==> src/rtl/bus_arb_4t1.sv <==
// 4-requester arbiter driving a shared 32-bit bus, round-robin or fixed priority.
// Latency: grant registered one cycle after a request is seen in IDLE; one IDLE bubble after each release.
// Backpressure: a grant is held until ack, request drop, or TIMEOUT cycles, then released with err on timeout.
module bus_arb_4t1 #(
    parameter int unsigned TIMEOUT = 16,
    parameter bit          RR      = 1'b1
) (
    input  logic        clk,
    input  logic        rst_n,
    input  logic [3:0]  req,
    input  logic [31:0] I0,
    input  logic [31:0] I1,
    input  logic [31:0] I2,
    input  logic [31:0] I3,
    input  logic        ack,
    output logic [3:0]  gnt,
    output logic [1:0]  sel,
    output logic [31:0] o,
    output logic        valid,
    output logic        err
);

    typedef enum logic {
        IDLE  = 1'b0,
        GRANT = 1'b1
    } state_t;

    // Last cycle index of a grant before it is forcibly released.
    localparam logic [7:0] CNT_LAST = 8'(TIMEOUT - 1);

    state_t      state_q;
    logic [3:0]  gnt_q;
    logic [1:0]  sel_q;
    logic        valid_q;
    logic        err_q;
    logic [7:0]  cnt_q;
    logic [1:0]  last_q;

    logic [1:0]  win_d;
    logic [1:0]  cand_d;
    logic        found_d;
    logic        release_d;

    // Pick the winner among the current requests: rotating from last+1, or lowest index first.
    always_comb begin
        win_d   = 2'd0;
        cand_d  = 2'd0;
        found_d = 1'b0;
        for (int k = 0; k < 4; k++) begin
            if (RR) begin
                cand_d = last_q + 2'(k + 1);
            end else begin
                cand_d = 2'(k);
            end
            if (!found_d && req[cand_d]) begin
                win_d   = cand_d;
                found_d = 1'b1;
            end
        end
    end

    // A granted transfer ends on ack, on its request dropping, or when the cycle budget is used up.
    always_comb begin
        release_d = ack || !req[sel_q] || (cnt_q == CNT_LAST);
    end

    // Two-state grant FSM; all outputs registered here.
    always_ff @(posedge clk) begin
        if (!rst_n) begin
            state_q <= IDLE;
            gnt_q   <= 4'b0000;
            sel_q   <= 2'd0;
            valid_q <= 1'b0;
            err_q   <= 1'b0;
            cnt_q   <= 8'd0;
            last_q  <= 2'd3;
        end else begin
            err_q <= 1'b0;
            case (state_q)
                IDLE: begin
                    if (|req) begin
                        state_q <= GRANT;
                        gnt_q   <= 4'b0001 << win_d;
                        sel_q   <= win_d;
                        valid_q <= 1'b1;
                        cnt_q   <= 8'd0;
                    end
                end
                GRANT: begin
                    if (release_d) begin
                        state_q <= IDLE;
                        gnt_q   <= 4'b0000;
                        valid_q <= 1'b0;
                        last_q  <= sel_q;
                        // Only a pure timeout flags an error; ack or a dropped request win.
                        err_q   <= !ack && req[sel_q];
                    end else begin
                        cnt_q <= cnt_q + 8'd1;
                    end
                end
                default: begin
                    state_q <= IDLE;
                end
            endcase
        end
    end

    // Shared bus mux, forced to zero outside a transfer.
    always_comb begin
        o = 32'h0;
        if (valid_q) begin
            case (sel_q)
                2'd0:    o = I0;
                2'd1:    o = I1;
                2'd2:    o = I2;
                default: o = I3;
            endcase
        end
    end

    assign gnt   = gnt_q;
    assign sel   = sel_q;
    assign valid = valid_q;
    assign err   = err_q;

endmodule

==> config.mk <==
export PLATFORM = sky130hd
export DESIGN_NAME = bus_arb_4t1
export DESIGN_NICKNAME = d
export VERILOG_FILES = /design/src/rtl/bus_arb_4t1.sv
export SDC_FILE = /design/constraint.sdc
export NUM_CORES = 1
export LEC_CHECK = 0
export BUFFER_PORTS_ARGS = -buffer_cell sky130_fd_sc_hd__clkbuf_2
export CORE_UTILIZATION = 38
export DETAILED_ROUTE_END_ITERATION = 6
export GPL_TIMING_DRIVEN = 0
export PLACE_DENSITY = 0.81
export SYNTH_ARGS = -nofsm -noshare
export SYNTH_HDL_FRONTEND = slang
export SYNTH_SLANG_ARGS = --single-unit
==> constraint.sdc <==
create_clock -name clk -period 2.4 [get_ports clk]
set_input_delay 0.48 -clock clk [delete_from_list [all_inputs] [get_ports clk]]
set_output_delay 0.48 -clock clk [all_outputs]
set_load 0.03 [all_outputs]
==> results of run 1 <==
==> cell usage after synthesis, drive strengths merged <==
cell type	number	area, um^2
o21ai	3	15.0
nor4	2	12.5
o22ai	3	18.8
o21a	1	7.51
or2	1	8.76
o21ba	1	10.0
nor2	6	22.5
o41ai	1	8.76
or3	1	6.26
clkbuf	9	33.8
nand3b	1	7.51
and2	33	206
mux4	32	721
o311ai	1	8.76
nand3	5	25.0
a21o	1	7.51
o211ai	4	30.0
inv	5	18.8
o32ai	4	35.0
nand4	3	18.8
a21oi	10	50.1
a21boi	1	7.51
buf	5	33.8
or4	6	48.8
a211oi	1	7.51
o31ai	4	30.0
dfxtp	19	380
and3	1	6.26
nand2	13	48.8
o22a	1	17.5
ha	1	12.5
o21bai	1	7.51
nand2b	4	25.0
mux2i	4	40.0
a31oi	1	6.26
==> per-layer routing <==
| metal | up-vias | track usage, % | share of wire, % |
|---|---|---|---|
| met2 | 98 | 50.1 | 54 |
| met4 | 0 | 10.5 | 2.1 |
| met3 | 17 | 5.90 | 7.4 |
| met5 | - | 0 | 0 |
| li1 | 1105 | - | - |
| met1 | 1123 | 26.5 | 36 |
==> through the flow <==
stage / instances / setup WS, ns / hold slack [ns]
global route: 433 / -0.000908 / 0.491
global placement: 430 / 0.177 / 0.458
CTS: 433 / 0.00612 / 0.474
detailed placement: 430 / 0.173 / 0.459
finish: 433 / 0.0735 / 0.477
floorplan: 189 / 0.159 / 0.459
==> flip-flops by register name, summed over array words and instances, names as in the netlist <==
| name | count |
|---|---|
| cnt_q | 8 |
| gnt | 4 |
| last_q | 2 |
| sel | 2 |
| err | 1 |
| state_q | 1 |
| valid | 1 |
==> repair_timing <==
action | in CTS | in global routing
setup buffers | 0 | 0
resized for setup | 5 | 7
setup endpoints to repair | 28 | 27
==> power by group through the flow <==
stage	Combinational, mW	Clock (mW)	Sequential (mW)
floorplan	0.430	0	0.373
global placement	0.665	0	0.355
detailed placement	0.681	0	0.356
CTS	0.686	0.229	0.349
global route	0.741	0.237	0.351
finish	0.690	0.225	0.349
==> area by class of cell <==
| type | count | area, um^2 | area share [%] |
|---|---|---|---|
| repair buffers | 174 | 871 | 29.4 |
| well taps | 67 | 83.8 | 2.83 |
| plain buffers | 13 | 90.1 | 3.04 |
| flip-flops and latches | 19 | 380 | 12.8 |
| multi-input cells | 151 | 1480 | 49.8 |
| clock buffers | 4 | 45.0 | 1.52 |
| inverters | 5 | 18.8 | 0.633 |
==> how the worst max path moves through the flow <==
stage	cells after the start	start	slack [ns]	to
finish	5	sel[0]	0.07	o[5]
global route	5	sel[0]	-0.0009	o[5]
CTS	5	sel[0]	0.006	o[15]
detailed placement	5	sel[0]	0.17	o[15]
global placement	5	sel[0]	0.18	o[14]
floorplan	4	sel[0]	0.16	o[10]
==> cell families after synthesis <==
kind of cell / share of synthesized area [%]
simple gates: 22.5
compound gates: 13.8
mux: 39.1
buf+inv: 4.44
flops: 19.6
fa+ha+maj: 0.643
==> worst max-delay path: stages, from the launching register on <==
cell and delay, ns:
dfxtp_1 0.36, buf_6 0.17, buf_6 0.19, mux4_2 0.52, and2_1 0.17, clkbuf_2 0.18
==> impl_metrics.py, run 1 <==
metrics = {
    "hold_path": {
        "worstHoldStart": "gnt[2]",
        "worstHoldPathType": "reg -> reg",
        "hold_depth": 2,
        "holdPathEnd": "gnt[2]",
    },
    "grt": {
        "grt.total_usage_pct": 25.9,
        "grt_pass1_vias": 2396,
        "grt.overflow.total": 0,
        "grt_max_degree": 19,
        "grt_pass1_wl_mm": 10.7,
        "antenna_found_initial": 0,
    },
    "sta": {
        "fmax_mhz": 430,
        "maxSlewViolCount": 0,
        "setup_viol_count_final": 0,
        "relSlewSlack_pct": 71.8,
        "fin_worst_skew_ns": 0.00307,
        "hold_viol_final": 0,
        "rsz0062_at_grt": "true",
        "worst_pin_slew_ns": 0.423,
        "finalCritPeriodShare_pct": 96.9,
        "layout_min_cycle_time_ns": 2.33,
        "finalSetupTns_ns": 0,
    },
    "power": {
        "irDropWorstVdd_v": 0.000390,
        "pwr-share-clk_pct": 17.8,
        "seqPwrFrac_pct": 27.6,
        "internal-power_mw": 0.781,
        "total_power_mw": 1.26,
        "power_density_nw_per_um2": 426,
        "pwr-share-comb_pct": 54.6,
        "netSwitchingPower_mw": 0.483,
        "p_leak_nw": 1.40,
        "swShare_pct": 38.2,
    },
    "critical_path": {
        "arrival_ns": 1.85,
        "crit_fanout": 10,
        "rrSetupSlack_ns": 0.43,
        "r2r-start": "sel[1]",
        "start_kind": "flip-flop",
        "critPathCaptureType": "primary output",
        "rr_worst_depth": 6,
        "r2r_end": "state_q",
        "critPathRequiredTime_ns": 1.92,
        "crit_type": "reg -> out",
    },
    "yosys": {
        "synthDistinctLibCells": 39,
        "synthCells": 189,
        "ys_warn_count": 0,
        "ys_seq_area_share_pct": 19.6,
        "avgSynthCellArea_um2": 10.3,
        "synth-seq-cells": 19,
        "synth.cell_area_um2": 1940,
        "syn_nets": 325,
    },
    "cts": {
        "clk_latency_ns": 0.26,
        "holdBufCountCts": 0,
        "cts_buffers": 3,
        "cts_num_sinks": 19,
        "root_buffer": "clkbuf_8",
        "cts_tree": "built",
        "clk_pin_slew_ns": 0.07,
        "cts-htree-levels": 1,
        "cts_buffer_depth": 2,
    },
    "floorplan": {
        "placementRows": 25,
        "initial_utilization_pct": 40.4,
        "fp.dieW_um": 73.5,
        "ios": 175,
        "core_area_um2": 4820,
        "fp.dieH_um": 73.5,
        "die_area_um2": 5410,
    },
    "drt": {
        "wire_per_inst_um": 16.8,
        "vias": 2343,
        "drt_wl_total_mm": 7.26,
        "drc": 0,
        "drt-initial-drc-count": 99,
        "viasPerCell": 5.41,
        "ant_nets": 0,
        "first_pass_iters": 4,
    },
    "final_layout": {
        "final_cell_mix": "clkbuf_2 (174), and2_1 (33), mux4_2 (32)",
        "layout_commonest_cell": "clkbuf_2",
        "drive_above_1_share_pct": 59.8,
        "syn2layout_area_growth_pct": 52.6,
        "final_util_pct": 61.6,
        "fin_nets": 503,
        "stdcell_area_um2": 2970,
        "n_antenna_cell": 0,
        "nFillCells": 448,
    },
    "status": {
        "status": "finished clean",
    },
    "flow_run": {
        "cap_violations": 0,
    },
    "place": {
        "port_buffers": 174,
        "placedInstanceArea_um2": 2900,
        "hpwl_mm": 6.25,
        "gp_congestion": 0.829,
    },
}
(Power assumes the default switching activity.)
==> run 2, diff against run 1 <==
--- a/config.mk
+++ b/config.mk
@@ -5,7 +5,7 @@
 export SDC_FILE = /design/constraint.sdc
 export NUM_CORES = 1
 export LEC_CHECK = 0
-export BUFFER_PORTS_ARGS = -buffer_cell sky130_fd_sc_hd__clkbuf_2
+export BUFFER_PORTS_ARGS = -buffer_cell sky130_fd_sc_hd__buf_2
 export CORE_UTILIZATION = 38
 export DETAILED_ROUTE_END_ITERATION = 6
 export GPL_TIMING_DRIVEN = 0
==> run 2 against run 1 <==
Via count is 1.0% higher. Wire length grew 0.76%. Non-clock buffer count rose by 4. Global-route usage increased by 0.90 points. Sequential share of layout area is 0.14 points lower. Combinational power rose by 2%. Clock skew down 0.0014 ns. Final area rose by 1.1%. Count of clock-buffer cells in the layout unchanged. Core utilization up 0.70 points.
==> impl_metrics.py, run 2 (synthesis gave the netlist of run 1 again) <==
metrics = {
    "cts": {
        "cts_tree": "built",
        "cts_num_sinks": 19,
        "cts_buffer_depth": 2,
        "cts_buffers": 3,
        "root_buffer": "clkbuf_8",
        "cts-htree-levels": 1,
        "clk_latency_ns": 0.25,
        "clk_pin_slew_ns": 0.07,
        "holdBufCountCts": 0,
    },
    "floorplan": {
        "fp.dieH_um": 73.5,
        "ios": 175,
        "core_area_um2": 4820,
        "die_area_um2": 5410,
        "initial_utilization_pct": 40.4,
        "fp.dieW_um": 73.5,
        "placementRows": 25,
    },
    "drt": {
        "ant_nets": 0,
        "drt-initial-drc-count": 71,
        "drt_wl_total_mm": 7.31,
        "viasPerCell": 5.42,
        "first_pass_iters": 4,
        "vias": 2367,
        "wire_per_inst_um": 16.7,
        "drc": 0,
    },
    "final_layout": {
        "largest_reg_flops": 8,
        "final_util_pct": 62.3,
        "drive_above_1_share_pct": 60.3,
        "nFillCells": 455,
        "layout_commonest_cell": "buf_2",
        "final_cell_mix": "buf_2 (174), and2_1 (33), mux4_2 (32)",
        "fin_nets": 507,
        "regMostFlops": "cnt_q",
        "syn2layout_area_growth_pct": 54.3,
        "n_antenna_cell": 0,
    },
    "place": {
        "hpwl_mm": 6.18,
        "port_buffers": 174,
        "gp_congestion": 0.845,
    },
    "sta": {
        "hold_viol_final": 0,
        "fmax_mhz": 435,
        "finalCritPeriodShare_pct": 95.7,
        "rsz0062_at_grt": "false",
        "relSlewSlack_pct": 71.6,
        "fin_worst_skew_ns": 0.00171,
        "layout_min_cycle_time_ns": 2.30,
        "maxSlewViolCount": 0,
        "setup_viol_count_final": 0,
        "worst_pin_slew_ns": 0.425,
        "finalSetupTns_ns": 0,
    },
    "grt": {
        "antenna_found_initial": 0,
        "grt_pass1_wl_mm": 11.1,
        "grt_pass1_vias": 2390,
        "grt.overflow.total": 0,
        "grt_max_degree": 11,
        "grt.total_usage_pct": 26.8,
    },
    "power": {
        "pwr-share-comb_pct": 55.5,
        "p_leak_nw": 1.42,
        "seqPwrFrac_pct": 27.6,
        "swShare_pct": 37.5,
        "irDropWorstVdd_v": 0.000416,
        "power_density_nw_per_um2": 422,
        "pwr-share-clk_pct": 17.0,
        "internal-power_mw": 0.792,
        "netSwitchingPower_mw": 0.475,
    },
    "critical_path": {
        "crit_type": "reg -> out",
        "arrival_ns": 1.82,
        "start_kind": "flip-flop",
        "crit_fanout": 10,
        "rrSetupSlack_ns": 0.48,
        "critPathCaptureType": "primary output",
        "critPathRequiredTime_ns": 1.92,
    },
    "flow_run": {
        "cap_violations": 0,
    },
    "hold_path": {
        "worstHoldPathType": "reg -> reg",
    },
    "status": {
        "status": "finished clean",
    },
}
run 2: cell types whose count changed in the layout (fill, tap and decap cells not counted), sizes merged:
cell    change
buf       +177
clkbuf    -173
run 2: area by class of cell:
type | count | area [um^2] | share of cell area (%)
plain buffers | 14 | 101 | 3.38
clock buffers | 4 | 45.0 | 1.50
inverters | 5 | 18.8 | 0.626
multi-input cells | 151 | 1480 | 49.2
flip-flops and latches | 19 | 380 | 12.7
well taps | 67 | 83.8 | 2.79
repair buffers | 177 | 893 | 29.8
run 2: final timing paths:
check                  end  cells past startpoint    from
setup / recovery     o[15]                      5  sel[0]
hold / removal      gnt[3]                      2  gnt[3]
setup reg to reg  cnt_q[1]                      7  sel[0]
hold reg to reg     gnt[3]                      2  gnt[3]
run 2: what timing repair did:
item / 4_1_cts / 5_1_grt
setup endpoints to repair: 28 / 24
buffers inserted: 0 / 3
gates resized for setup: 8 / 4
run 2: power by group through the flow:
stage               combinational (mW)  sequential (mW)  clock, mW
floorplan                        0.430            0.373          0
global placement                 0.664            0.355          0
detailed placement               0.681            0.356          0
CTS                              0.691            0.349      0.220
global route                     0.756            0.352      0.233
finish                           0.703            0.349      0.215
run 2: per-layer routing:
layer  up-vias  share of wire, %  global-route usage [%]  wire length, um
met1      1140                36                    31.0             2620
met3        16               7.9                    7.00              579
met4         0               2.2                    10.9              158
met2       100                54                    46.9             3950
li1       1111                 -                       -                -
met5         -                 0                       0                0
run 2: critical path, stage by stage (launching register included):
cell and delay [ns]:
dfxtp_1 0.39, buf_6 0.16, buf_8 0.16, mux4_2 0.51, and2_1 0.17, buf_2 0.17
run 2: stage by stage:
stage	hold WS [ns]	power (mW)	instance area [um^2]	worst slack, ns	std cells
6_report	0.477	1.27	3000	0.103	437
2_1_floorplan	0.459	0.804	1940	0.159	189
4_1_cts	0.476	1.26	2960	0.00692	434
3_5_place_dp	0.460	1.04	2900	0.148	430
5_1_grt	0.492	1.34	3000	0.0457	437
3_3_place_gp	0.456	1.02	2900	0.193	430
==> run 3, diff against run 2 <==
--- a/config.mk
+++ b/config.mk
@@ -6,10 +6,10 @@
 export NUM_CORES = 1
 export LEC_CHECK = 0
 export BUFFER_PORTS_ARGS = -buffer_cell sky130_fd_sc_hd__buf_2
-export CORE_UTILIZATION = 38
+export CORE_UTILIZATION = 34
 export DETAILED_ROUTE_END_ITERATION = 6
 export GPL_TIMING_DRIVEN = 0
-export PLACE_DENSITY = 0.81
+export PLACE_DENSITY = 0.77
 export SYNTH_ARGS = -nofsm -noshare
 export SYNTH_HDL_FRONTEND = slang
 export SYNTH_SLANG_ARGS = --single-unit
==> constraint.sdc (replaced) <==
create_clock -name clk -period 1.9 [get_ports clk]
set_input_delay 0.38 -clock clk [delete_from_list [all_inputs] [get_ports clk]]
set_output_delay 0.38 -clock clk [all_outputs]
set_load 0.03 [all_outputs]
==> run 3 against run 2 <==
Global-route usage decreased by 1.3 points. Count of clock-buffer cells in the layout decreased by 1. Critical endpoint is now o[18]. Final area grew 14%. The run now ends with setup timing left. Sequential share of layout area is 1.5 points lower. Clock skew up 0.0022 ns. Total power grew 46%. Die area rose by 11%. Largest power group unchanged. Non-clock buffer count is 4 higher. Flip-flop and latch count did not move. Via count increased by 1.3%. Register-to-register slack worse by 0.39 ns. Critical path depth rose by 1.
==> impl_metrics.py, run 3 (synthesis gave the netlist of run 1 again) <==
metrics = {
    "status": {
        "status": "finished with violations",
        "violations": "setup timing",
    },
    "cts": {
        "cts_num_sinks": 19,
        "clk_latency_ns": 0.26,
        "cts_buffers": 3,
        "holdBufCountCts": 0,
        "cts_tree": "built",
        "clk_pin_slew_ns": 0.07,
        "cts-htree-levels": 1,
        "cts_buffer_depth": 2,
        "root_buffer": "clkbuf_8",
    },
    "place": {
        "dp.cells": 435,
        "gp_congestion": 0.822,
        "place_ws_ns": -0.0876,
        "placedInstanceArea_um2": 2950,
        "port_buffers": 174,
        "hpwl_mm": 6.20,
    },
    "final_layout": {
        "drive_above_1_share_pct": 70.9,
        "syn2layout_area_growth_pct": 75.9,
        "stdcell_area_um2": 3420,
        "layout_commonest_cell": "buf_2",
        "final_cell_count_no_fill": 446,
        "fin_nets": 511,
        "final_util_pct": 62.1,
        "regMostFlops": "cnt_q",
        "n_antenna_cell": 0,
        "largest_reg_flops": 8,
        "final_cell_mix": "buf_2 (143), buf_6 (34), mux4_2 (32), and2_4 (32), dfxtp_1 (17)",
    },
    "sta": {
        "maxSlewViolCount": 0,
        "fmax_mhz": 466,
        "setup_viol_count_final": 32,
        "setup_slack_ns": -0.245,
        "fin_worst_skew_ns": 0.00393,
        "worst_pin_slew_ns": 0.551,
        "finalCritPeriodShare_pct": 113,
        "hold_viol_final": 0,
        "rsz0062_at_grt": "true",
        "relSlewSlack_pct": 63.0,
        "layout_min_cycle_time_ns": 2.14,
    },
    "power": {
        "swShare_pct": 36.2,
        "seqPwrFrac_pct": 23.9,
        "netSwitchingPower_mw": 0.669,
        "internal-power_mw": 1.18,
        "p_leak_nw": 1.55,
        "pwr-share-comb_pct": 60.6,
        "irDropWorstVdd_v": 0.000445,
        "power_density_nw_per_um2": 541,
        "total_power_mw": 1.85,
        "pwr-share-clk_pct": 15.5,
    },
    "grt": {
        "grt.total_usage_pct": 25.5,
        "grt_pass1_vias": 2405,
        "grt_pass1_wl_mm": 12.0,
        "grt_max_degree": 12,
        "grt.overflow.total": 0,
        "antenna_found_initial": 0,
    },
    "floorplan": {
        "fp.dieW_um": 77.6,
        "ios": 175,
        "initial_utilization_pct": 35.3,
        "fp.dieH_um": 77.6,
        "placementRows": 27,
        "core_area_um2": 5510,
        "die_area_um2": 6020,
    },
    "flow_run": {
        "cap_violations": 0,
    },
    "drt": {
        "drt-initial-drc-count": 58,
        "first_pass_iters": 4,
        "drt_wl_total_mm": 7.92,
        "viasPerCell": 5.38,
        "ant_nets": 0,
        "vias": 2398,
        "drc": 0,
        "wire_per_inst_um": 17.8,
    },
    "hold_path": {
        "worstHoldPathType": "in -> reg",
    },
    "critical_path": {
        "arrival_ns": 1.76,
        "crit_fanout": 6,
        "critPathCaptureType": "primary output",
        "critPathRequiredTime_ns": 1.52,
        "start_kind": "flip-flop",
        "crit_type": "reg -> out",
    },
}
==> run 3: changes by cell type in the layout (fill, tap and decap cells not counted), sizes merged <==
cell	delta
clkinv	+1
clkbuf	-2
buf	+5
==> run 3: final timing paths <==
path	from	to	slack, ns	cells after the start
setup reg to reg	sel[0]	cnt_q[2]	0.09	7
hold reg to reg	gnt[3]	gnt[3]	0.47	2
hold / removal	rst_n	gnt[1]	0.44	3
setup / recovery	sel[0]	o[18]	-0.24	6
==> run 3: critical path, cell delays in order (launching register included) <==
cell	delay, ns
dfxtp_2	0.35
buf_12	0.13
buf_12	0.11
buf_12	0.11
mux4_2	0.50
and2_4	0.17
buf_6	0.13
==> run 3: power groups by stage <==
stage	combinational [mW]	clock, mW	sequential, mW
4_1_cts	1.11	0.291	0.443
6_report	1.12	0.287	0.443
3_3_place_gp	0.855	0	0.449
3_5_place_dp	0.875	0	0.450
2_1_floorplan	0.564	0	0.472
5_1_grt	1.18	0.317	0.446
==> run 3: stage by stage <==
| step | setup TNS, ns | hold slack, ns |
|---|---|---|
| after floorplan | -0.602 | 0.459 |
| after global placement | -1.55 | 0.462 |
| after detailed placement | -1.91 | 0.461 |
| after CTS | -5.84 | 0.436 |
| after global routing | -7.63 | 0.448 |
| final | -5.59 | 0.439 |
==> run 3: repair_timing <==
item / in CTS / in global routing
setup endpoints to repair: 32 / 38
cloned: 1 / 0
buffers inserted: 6 / 1
gates resized for setup: 115 / 6
==> run 3: cell type report <==
cell class | instances | area [um^2]
Clock buffer | 3 | 41.3
Sequential cell | 19 | 383
Multi-Input combinational cell | 151 | 1570
Inverter | 5 | 18.8
Timing Repair Buffer | 181 | 1160
Tap cell | 72 | 90.1
Buffer | 14 | 144
Fill cell | 463 | 2090
Clock inverter | 1 | 5.00
==> run 3: metal layers <==
metal	GRT usage [%]	vias up	share of wire, %
met3	5.53	23	6.9
met2	45.1	101	53
met4	11.5	0	3.3
met5	0	-	0
met1	29.1	1152	37
li1	-	1122	-
